### src/rtl/packet_buffer_egress_arbiter.sv
// packet_buffer_egress_arbiter: round-robin egress scheduler that grants one
// buffer lane at a time and forwards exactly one packet per grant to a shared
// AXI4-Stream consumer. It generates tlast from the captured head length and
// pops the lane's length entry in the RELEASE cycle.
// Optional stall watchdog: define PACKET_BUFFER_EGRESS_ARB_TIMEOUT_EN.

// Per-lane ready gating: only the granted lane sees downstream ready.
module packet_buffer_egress_arbiter_lane #(
  parameter int LANE  = 0,
  parameter int IDX_W = 3
) (
  input  logic             active,
  input  logic [IDX_W-1:0] grant,
  input  logic             ready,
  output logic             tready
);
  assign tready = active && (grant == IDX_W'(LANE)) && ready;
endmodule

module packet_buffer_egress_arbiter #(
  parameter int NUM_LANES             = 8,
  parameter int OUTPUT_WIDTH          = 8,
  parameter int LEN_WIDTH             = 11,
  parameter int LANE_SELECT_IDX_WIDTH = $clog2(NUM_LANES),
  parameter int TIMEOUT_CYCLES        = 1024
) (
  input  logic                                   clk_i,
  input  logic                                   rst_i,
  input  logic [NUM_LANES-1:0]                   pkt_avail_i,
  input  logic [NUM_LANES-1:0][LEN_WIDTH-1:0]    pkt_len_i,
  output logic [NUM_LANES-1:0]                   pkt_done_o,
  input  logic [NUM_LANES-1:0][OUTPUT_WIDTH-1:0] lane_tdata_i,
  input  logic [NUM_LANES-1:0]                   lane_tvalid_i,
  output logic [NUM_LANES-1:0]                   lane_tready_o,
  output logic [OUTPUT_WIDTH-1:0]                m_tdata_o,
  output logic                                   m_tvalid_o,
  input  logic                                   m_tready_i,
  output logic                                   m_tlast_o,
  output logic [LANE_SELECT_IDX_WIDTH-1:0]       m_tlane_o,
  output logic                                   err_o
);
  localparam int IW = LANE_SELECT_IDX_WIDTH;

  typedef enum logic [1:0] {IDLE, STREAM, RELEASE} state_t;

  state_t               state;
  logic [IW-1:0]        rr_ptr, grant, grant_nxt, win_idx;
  logic [IW:0]          cand;
  logic                 win_vld;
  logic [LEN_WIDTH-1:0] remaining;
  logic                 streaming, forced, lane_vld, last_beat, beat_acc;

  // The rotating search and lane index math assume at least two lanes.
  if (NUM_LANES < 2 || TIMEOUT_CYCLES < 1) begin : g_cfg_chk
    $error("packet_buffer_egress_arbiter: NUM_LANES >= 2 and TIMEOUT_CYCLES >= 1 required");
  end

  // Rotating first-set search over pkt_avail_i, starting at rr_ptr.
  always_comb begin
    win_vld = 1'b0;
    win_idx = '0;
    cand    = '0;
    for (int k = 0; k < NUM_LANES; k++) begin
      cand = {1'b0, rr_ptr} + (IW+1)'(k);
      if (cand >= (IW+1)'(NUM_LANES)) cand = cand - (IW+1)'(NUM_LANES);
      if (!win_vld && pkt_avail_i[cand[IW-1:0]]) begin
        win_vld = 1'b1;
        win_idx = cand[IW-1:0];
      end
    end
  end

  // Combinational mux from the granted lane; the lane skid buffers register it.
  assign streaming  = (state == STREAM);
  assign lane_vld   = lane_tvalid_i[grant];
  assign last_beat  = (remaining == LEN_WIDTH'(1));
  assign m_tvalid_o = streaming && (lane_vld || forced);
  assign m_tdata_o  = (streaming && !forced) ? lane_tdata_i[grant] : '0;
  assign m_tlast_o  = streaming && (last_beat || forced);
  assign m_tlane_o  = grant;
  assign beat_acc   = m_tvalid_o && m_tready_i;
  assign grant_nxt  = (grant == IW'(NUM_LANES-1)) ? '0 : grant + 1'b1;

  // The synthetic abort beat never consumes lane data, so lane readies drop.
  for (genvar i = 0; i < NUM_LANES; i++) begin : g_lane
    packet_buffer_egress_arbiter_lane #(.LANE(i), .IDX_W(IW)) u_lane (
      .active (streaming && !forced),
      .grant  (grant),
      .ready  (m_tready_i),
      .tready (lane_tready_o[i])
    );
  end

`ifdef PACKET_BUFFER_EGRESS_ARB_TIMEOUT_EN
  localparam int SW = $clog2(TIMEOUT_CYCLES + 1);
  logic [SW-1:0] stall_cnt;

  assign forced = streaming && (stall_cnt == SW'(TIMEOUT_CYCLES));

  // Stall watchdog: counts STREAM cycles with the granted lane empty, saturating at the limit.
  always_ff @(posedge clk_i) begin
    if (rst_i || !streaming || beat_acc) stall_cnt <= '0;
    else if (!lane_vld && !forced)       stall_cnt <= stall_cnt + 1'b1;
  end
`else
  assign forced = 1'b0;
`endif

  // Packet FSM: grant, stream one packet, then pop the length and advance the pointer.
  always_ff @(posedge clk_i) begin
    if (rst_i) begin
      state      <= IDLE;
      rr_ptr     <= '0;
      grant      <= '0;
      remaining  <= '0;
      pkt_done_o <= '0;
      err_o      <= 1'b0;
    end else begin
      pkt_done_o <= '0;
      err_o      <= 1'b0;
      unique case (state)
        IDLE: begin
          if (win_vld) begin
            grant     <= win_idx;
            remaining <= pkt_len_i[win_idx];
            if (pkt_len_i[win_idx] == '0) begin
              // Empty packet: report and pop without sending beats.
              state               <= RELEASE;
              err_o               <= 1'b1;
              pkt_done_o[win_idx] <= 1'b1;
            end else begin
              state <= STREAM;
            end
          end
        end
        STREAM: begin
          if (beat_acc) begin
            remaining <= remaining - 1'b1;
            if (last_beat || forced) begin
              state             <= RELEASE;
              pkt_done_o[grant] <= 1'b1;
              err_o             <= forced;
            end
          end
        end
        RELEASE: begin
          rr_ptr <= grant_nxt;
          state  <= IDLE;
        end
        default: state <= IDLE;
      endcase
    end
  end
endmodule

### config.mk
export PLATFORM = sky130hd
export DESIGN_NAME = packet_buffer_egress_arbiter
export DESIGN_NICKNAME = d
export VERILOG_FILES = /design/src/rtl/packet_buffer_egress_arbiter.sv
export SDC_FILE = /design/constraint.sdc
export NUM_CORES = 1
export LEC_CHECK = 0
export CORE_ASPECT_RATIO = 0.9
export CORE_MARGIN = 2
export CORE_UTILIZATION = 45
export DETAILED_ROUTE_END_ITERATION = 12
export GPL_TIMING_DRIVEN = 0
export MAX_ROUTING_LAYER = met4
export PLACE_DENSITY = 0.87
export SETUP_SLACK_MARGIN = 0.02
export SYNTH_ARGS = -nofsm -noshare
export SYNTH_HDL_FRONTEND = slang
export SYNTH_SLANG_ARGS = --single-unit
### constraint.sdc
create_clock -name clk_i -period 8.8 [get_ports clk_i]
set_input_delay 1.76 -clock clk_i [delete_from_list [all_inputs] [get_ports clk_i]]
set_output_delay 1.76 -clock clk_i [all_outputs]
set_load 0.005 [all_outputs]
==> results of run 1 <==
## per-layer routing
layer / track usage [%] / routed length, µm / up-vias
li1: - / - / 2438
met1: 43.7 / 7190 / 2537
met2: 55.3 / 8490 / 291
met3: 7.85 / 1620 / 43
met4: 9.65 / 425 / 0
met5: - / 0 / -
## kinds of logic (layout without fill, tap and decap cells)
| family | after synthesis | after routing |
|---|---|---|
| AO/OA/AOI/OAI | 152 | 152 |
| XOR/XNOR | 3 | 3 |
| adder cells (fa/ha/maj) | 10 | 10 |
| buffers and inverters | 56 | 260 |
| flip-flops | 28 | 28 |
| multiplexers | 78 | 78 |
| AND/OR/NAND/NOR | 201 | 201 |
## cells in the final DEF (no fill, tap or decap), types with 4 or more instances in the layout
cell type        Yosys  routed
buf_1                6       6
clkbuf_1            19      19
o221ai_1             6       6
o21ai_0             17      17
nand4_1              7       7
a21boi_0            10      10
nand2_1             51      51
a22oi_1              5       5
a211oi_1            15      15
o31ai_1              6       6
and3_1              15      15
a21oi_1             21      21
mux2i_1             36      36
inv_1               11      11
a221oi_1            17      17
dfxtp_1             28      28
ha_1                10      10
nor3_1               7       7
o211ai_1            10      10
nor2b_1             12      12
nand3_1              8       8
nand2b_1             6       6
o41ai_2              4       4
mux2_2              16      16
buf_2                6       6
and2_1               9       9
a21o_1               4       4
mux4_2              24      24
nor2_1              73      73
clkdlybuf4s50_1      0     200
buf_4                9       9
o22ai_1              5       5
## worst min-delay path: cells and delay by family, from the launching register on
| kind | cells | cell delay (ps) |
|---|---|---|
| AO/OA/AOI/OAI | 2 | 130 |
| flip-flops | 1 | 330 |
## layout make-up
class | instances | area [µm²] | share of cell area, %
Buffer | 43 | 225 | 3.48
Sequential cell | 28 | 561 | 8.66
Inverter | 13 | 48.8 | 0.754
Tap cell | 122 | 153 | 2.36
Clock buffer | 3 | 41.3 | 0.638
Clock inverter | 1 | 30.0 | 0.464
Multi-Input combinational cell | 444 | 3410 | 52.7
Timing Repair Buffer | 200 | 2000 | 30.9
## per-stage QoR
step	cells	worst slack (ps)	power, mW
after floorplan	528	3450	0.304
after global placement	850	2410	0.438
after detailed placement	850	2330	0.447
after CTS	854	2620	0.551
after global routing	854	2350	0.585
final	854	2540	0.560
## power breakdown
group          internal (mW)  switching [mW]  total, mW
Clock                 0.0611          0.0459      0.107
Sequential             0.136         0.00913      0.145
Combinational          0.161           0.147      0.308
## worst max-delay path by stage
stage | to | from | slack [ps]
2_1_floorplan | pkt_done_o[0] | pkt_avail_i[1] | 3450
3_3_place_gp | pkt_done_o[2] | pkt_avail_i[3] | 2410
3_5_place_dp | pkt_done_o[0] | pkt_avail_i[3] | 2330
4_1_cts | pkt_done_o[0] | pkt_avail_i[3] | 2620
5_1_grt | pkt_done_o[4] | pkt_avail_i[3] | 2350
6_report | pkt_done_o[0] | pkt_avail_i[3] | 2540
## sequential cells by signal, summed over array words and instances (netlist names)
| register | cells |
|---|---|
| state | 2 |
| pkt_done_o | 8 |
| rr_ptr | 3 |
| remaining | 11 |
| err_o | 1 |
| m_tlane_o | 3 |
==> flow_summary.json, run 1 <==
{
  "ctsHoldBuffers": 0,
  "rsz0062_at_grt": "false",
  "synth_compound_area_share_pct": 28.0,
  "gr-usage-all-layers_pct": 34.4,
  "cts_setup_buffers": 0,
  "via_per_inst": 6.22,
  "syn_area_um2": 4250,
  "synthAdderAreaFrac_pct": 2.95,
  "drt_iter0_markers": 460,
  "rows": 33,
  "cts_max_path_buffers": 2,
  "yosys-top-cells-area": "dfxtp_1, mux4_2, mux2i_1",
  "post-route-drc-count": 0,
  "power_density_nw_per_um2": 86.5,
  "crit_buf_inv": 2,
  "synth_cell_types": 68,
  "critPathKind": "input pin to flip-flop",
  "setup_tns_ps": 0,
  "hold_path_class": "flip-flop to flip-flop",
  "holdWs_ps": 499,
  "reg2reg_to": "pkt_done_o[0]",
  "relSlewSlack_pct": 51.5,
  "p_leak_nw": 2.42,
  "synth_fp_nets": 709,
  "initial_core_util_pct": 46.5,
  "wire_per_inst_um": 20.7,
  "synth_flop_cell": "dfxtp_1",
  "finalInstanceArea_um2": 6470,
  "synth_top_area_share_pct": 13.2,
  "synthSimpleGateAreaFrac_pct": 22.6,
  "synthMuxAreaShare_pct": 26.2,
  "place_congestion": 0.977,
  "die_y_um": 96.2,
  "yosysTopAreaCell": "dfxtp_1",
  "post-dp-hpwl_mm": 14.7,
  "fin_skew_ps": 8.40,
  "antenna_left": 0,
  "yosysSeqAreaShare_pct": 13.2,
  "cts_made_buffers": 3,
  "cts-htree-levels": 1,
  "drt-total-wl_mm": 17.7,
  "crit_path_max_incr_delay_ps": 620,
  "numPortBuffers": 200,
  "cts.sinks": 28,
  "critPathRequiredTime_ps": 9000,
  "clockRootBuffer": "clkbuf_8",
  "ys_ff_latch": 28,
  "synth-xor-area-share_pct": 0.619,
  "timing.rr.start": "rr_ptr[1]",
  "tightest_slew_ps": 721,
  "reg2reg_depth": 17,
  "hold_depth": 2,
  "fillers": 746,
  "ff2ff_setup_slack_ps": 2870,
  "crit_family": "simple AND/OR/NAND/NOR gates",
  "final_util_pct": 70.9,
  "cts_tree": "yes",
  "cp.arrival_ps": 6470,
  "coreArea_um2": 9130,
  "clock_latency_ps": 290,
  "dr.pass1.iters": 5,
  "vias": 5309,
  "yosysWarningCount": 0,
  "area_growth_pct": 52.4,
  "worstPathMaxFanout": 10,
  "synth_commonest_cells": "nor2_1, nand2_1, mux2i_1, dfxtp_1, mux4_2",
  "cts-resized-gates": 0,
  "synthArstFlopShare_pct": 0,
  "synth_top_family_by_area": "compound AO/OA/AOI/OAI gates",
  "grt_pass1_vias": 5215,
  "fin_crit_ps": 6260,
  "grt_first_pass_wirelength_mm": 26.9,
  "die-area_um2": 10200,
  "endpoint_kind": "flip-flop",
  "worstHoldStart": "remaining[3]",
  "nNetsFinal": 914,
  "synthCells": 528,
  "hold_end": "remaining[3]",
  "setup_viol": 0,
  "synth.avg_cell_area_um2": 8.04,
  "antenna_found_initial": 0,
  "grt_overflow": 0,
  "crit_path_start_kind": "input pin",
  "antenna_cells": 0,
  "max_freq_ghz": 0.160,
  "placed_area_um2": 6400,
  "ioPinCount": 201,
  "grt_max_degree": 17,
  "hold_viol": 0,
  "status": "completed",
  "die_x_um": 106,
  "synth_edf_count": 0,
  "yosysMostFrequentCell": "nor2_1",
  "crit_chain": "clkdlybuf4s50_1, mux2_4, mux4_2, or3_1, a211o_1, or3_1, buf_2, nand2_1, mux4_2, nor2_1, and4bb_1, nand4_4, o41ai_2",
  "period_share_pct": 71.2,
  "drive_above_1_share_pct": 10.7,
  "slew_viol_final": 0,
  "cp_slowest_cell": "mux4_2",
  "peakVddDrop_v": 0.0000773,
  "cap_viol_max_count": 0,
  "worstSetupPathDepth": 13,
  "path_clk_slew_ps": 110
}
Note: power is estimated with default switching activity, not from simulation.
==> run 2: changes to the inputs <==
--- a/config.mk
+++ b/config.mk
@@ -7,11 +7,11 @@
 export LEC_CHECK = 0
 export CORE_ASPECT_RATIO = 0.9
 export CORE_MARGIN = 2
-export CORE_UTILIZATION = 45
+export CORE_UTILIZATION = 38
 export DETAILED_ROUTE_END_ITERATION = 12
 export GPL_TIMING_DRIVEN = 0
 export MAX_ROUTING_LAYER = met4
-export PLACE_DENSITY = 0.87
+export PLACE_DENSITY = 0.78
 export SETUP_SLACK_MARGIN = 0.02
 export SYNTH_ARGS = -nofsm -noshare
 export SYNTH_HDL_FRONTEND = slang
==> constraint.sdc (replaced) <==
create_clock -name clk_i -period 5.74 [get_ports clk_i]
set_input_delay 1.148 -clock clk_i [delete_from_list [all_inputs] [get_ports clk_i]]
set_output_delay 1.148 -clock clk_i [all_outputs]
set_load 0.005 [all_outputs]
==> run 2 against run 1 <==
Global-route usage is 5.7 points lower; setup slack worse by 2400 ps; flip-flop and latch count unchanged; via count decreased by 0.75%; critical path depth rose by 1; die area increased by 18%; routed wire length down 0.73%; register-to-register slack worse by 2600 ps; highest routed layer unchanged.
==> flow_summary.json, run 2 (same netlist as run 1, synthesis figures left out) <==
{
  "ctsHoldBuffers": 0,
  "reg.largest.list": "remaining: 11 flops, pkt_done_o: 8 flops",
  "dr.pass1.iters": 5,
  "final_cell_mix": "clkdlybuf4s50_1, nor2_1, nand2_1",
  "largest_register_ffs": 11,
  "place_congestion": 0.969,
  "grt_overflow": 0,
  "drive_above_1_share_pct": 12.0,
  "slew_viol_final": 0,
  "die_y_um": 104,
  "clock_latency_ps": 260,
  "finalInstanceArea_um2": 6570,
  "power_density_nw_per_um2": 130,
  "coreArea_um2": 10900,
  "fin_skew_ps": 2.78,
  "p_leak_nw": 2.42,
  "dp_slack_ps": -181,
  "path_clk_slew_ps": 70,
  "final_util_pct": 60.5,
  "cts.sinks": 28,
  "peakVddDrop_v": 0.000112,
  "initial_core_util_pct": 39.1,
  "setup_ws_ps": 161,
  "max_freq_ghz": 0.179,
  "drt-total-wl_mm": 17.6,
  "die-area_um2": 12000,
  "antenna_found_initial": 0,
  "cts-htree-levels": 1,
  "gr-usage-all-layers_pct": 28.7,
  "grt_max_degree": 15,
  "post-route-drc-count": 0,
  "grt_pass1_vias": 5117,
  "numPortBuffers": 200,
  "hold_path_class": "flip-flop to flip-flop",
  "placed_area_um2": 6440,
  "cts_max_path_buffers": 2,
  "cts_made_buffers": 3,
  "totalPowerFinal_mw": 0.855,
  "cp.arrival_ps": 5740,
  "crit_path_start_kind": "input pin",
  "die_x_um": 115,
  "cap_viol_max_count": 0,
  "hold_viol": 0,
  "ioPinCount": 201,
  "antenna_left": 0,
  "top_register": "remaining",
  "setup_viol": 0,
  "worstPathMaxFanout": 10,
  "cts_tree": "yes",
  "period_share_pct": 97.2,
  "status": "completed",
  "fin_crit_ps": 5580,
  "grt_first_pass_wirelength_mm": 27.1,
  "area_growth_pct": 54.6,
  "endpoint_kind": "flip-flop",
  "wire_per_inst_um": 19.9,
  "critPathRequiredTime_ps": 5910,
  "via_per_inst": 5.97,
  "vias": 5269,
  "fillers": 972,
  "rsz0062_at_grt": "false",
  "post-dp-hpwl_mm": 14.4,
  "tightest_slew_ps": 798,
  "antenna_cells": 0,
  "critPathKind": "input pin to flip-flop",
  "clockRootBuffer": "clkbuf_16",
  "drt_iter0_markers": 450,
  "nNetsFinal": 914,
  "rows": 36,
  "relSlewSlack_pct": 46.8,
  "final_common_cell": "clkdlybuf4s50_1"
}
==> run 2: through the flow <==
step | setup TNS [ps] | hold WS, ps | cells
finish | 0 | 490 | 883
global route | 0 | 537 | 883
CTS | 0 | 491 | 883
detailed placement | -1340 | 482 | 880
global placement | -777 | 479 | 880
floorplan | 0 | 459 | 528
==> run 2: report_power, final <==
group / leakage, nW / total [mW] / internal (mW) / switching [mW]
Combinational: 2.16 / 0.473 / 0.249 / 0.224
Clock: 0.0370 / 0.160 / 0.0926 / 0.0675
Sequential: 0.229 / 0.222 / 0.208 / 0.0136
==> run 2: critical path, cell delays in order <==
cell             delay, ps
clkdlybuf4s50_1        580
mux2_2                 380
mux4_2                 500
or3_1                  420
a211o_1                370
or3_1                  370
buf_2                  170
and2_4                 160
buf_6                  150
mux4_2                 300
mux2i_2                280
and4bb_1               350
nand4_4                230
o31ai_1                330
==> run 2: repair_timing <==
item | CTS | global route
setup endpoints to repair | 11 | 13
setup buffers | 0 | 0
cloned | 0 | 0
resized for setup | 3 | 16
==> run 2: layer usage <==
layer / wire, µm / GRT usage (%)
met2: 8720 / 47.9
met1: 7370 / 38.1
met3: 1240 / 2.86
met4: 256 / 4.99
met5: 0 / -
==> run 2: layout make-up <==
class | instances | area [µm²] | share of cell area [%]
sequential | 28 | 562 | 8.56
clock buffer | 3 | 75.1 | 1.14
tap | 152 | 190 | 2.90
buffer | 43 | 239 | 3.64
multi-input combinational | 444 | 3450 | 52.5
timing repair buffer | 200 | 2000 | 30.5
inverter | 13 | 48.8 | 0.743
==> run 2: worst paths after layout <==
path                        from            end  slack (ps)  cells after the start
setup reg to reg       rr_ptr[1]  pkt_done_o[3]         280                     18
hold reg to reg    remaining[10]  remaining[10]         490                      2
setup / recovery  pkt_avail_i[7]  pkt_done_o[3]         160                     14
hold / removal     remaining[10]  remaining[10]         490                      2
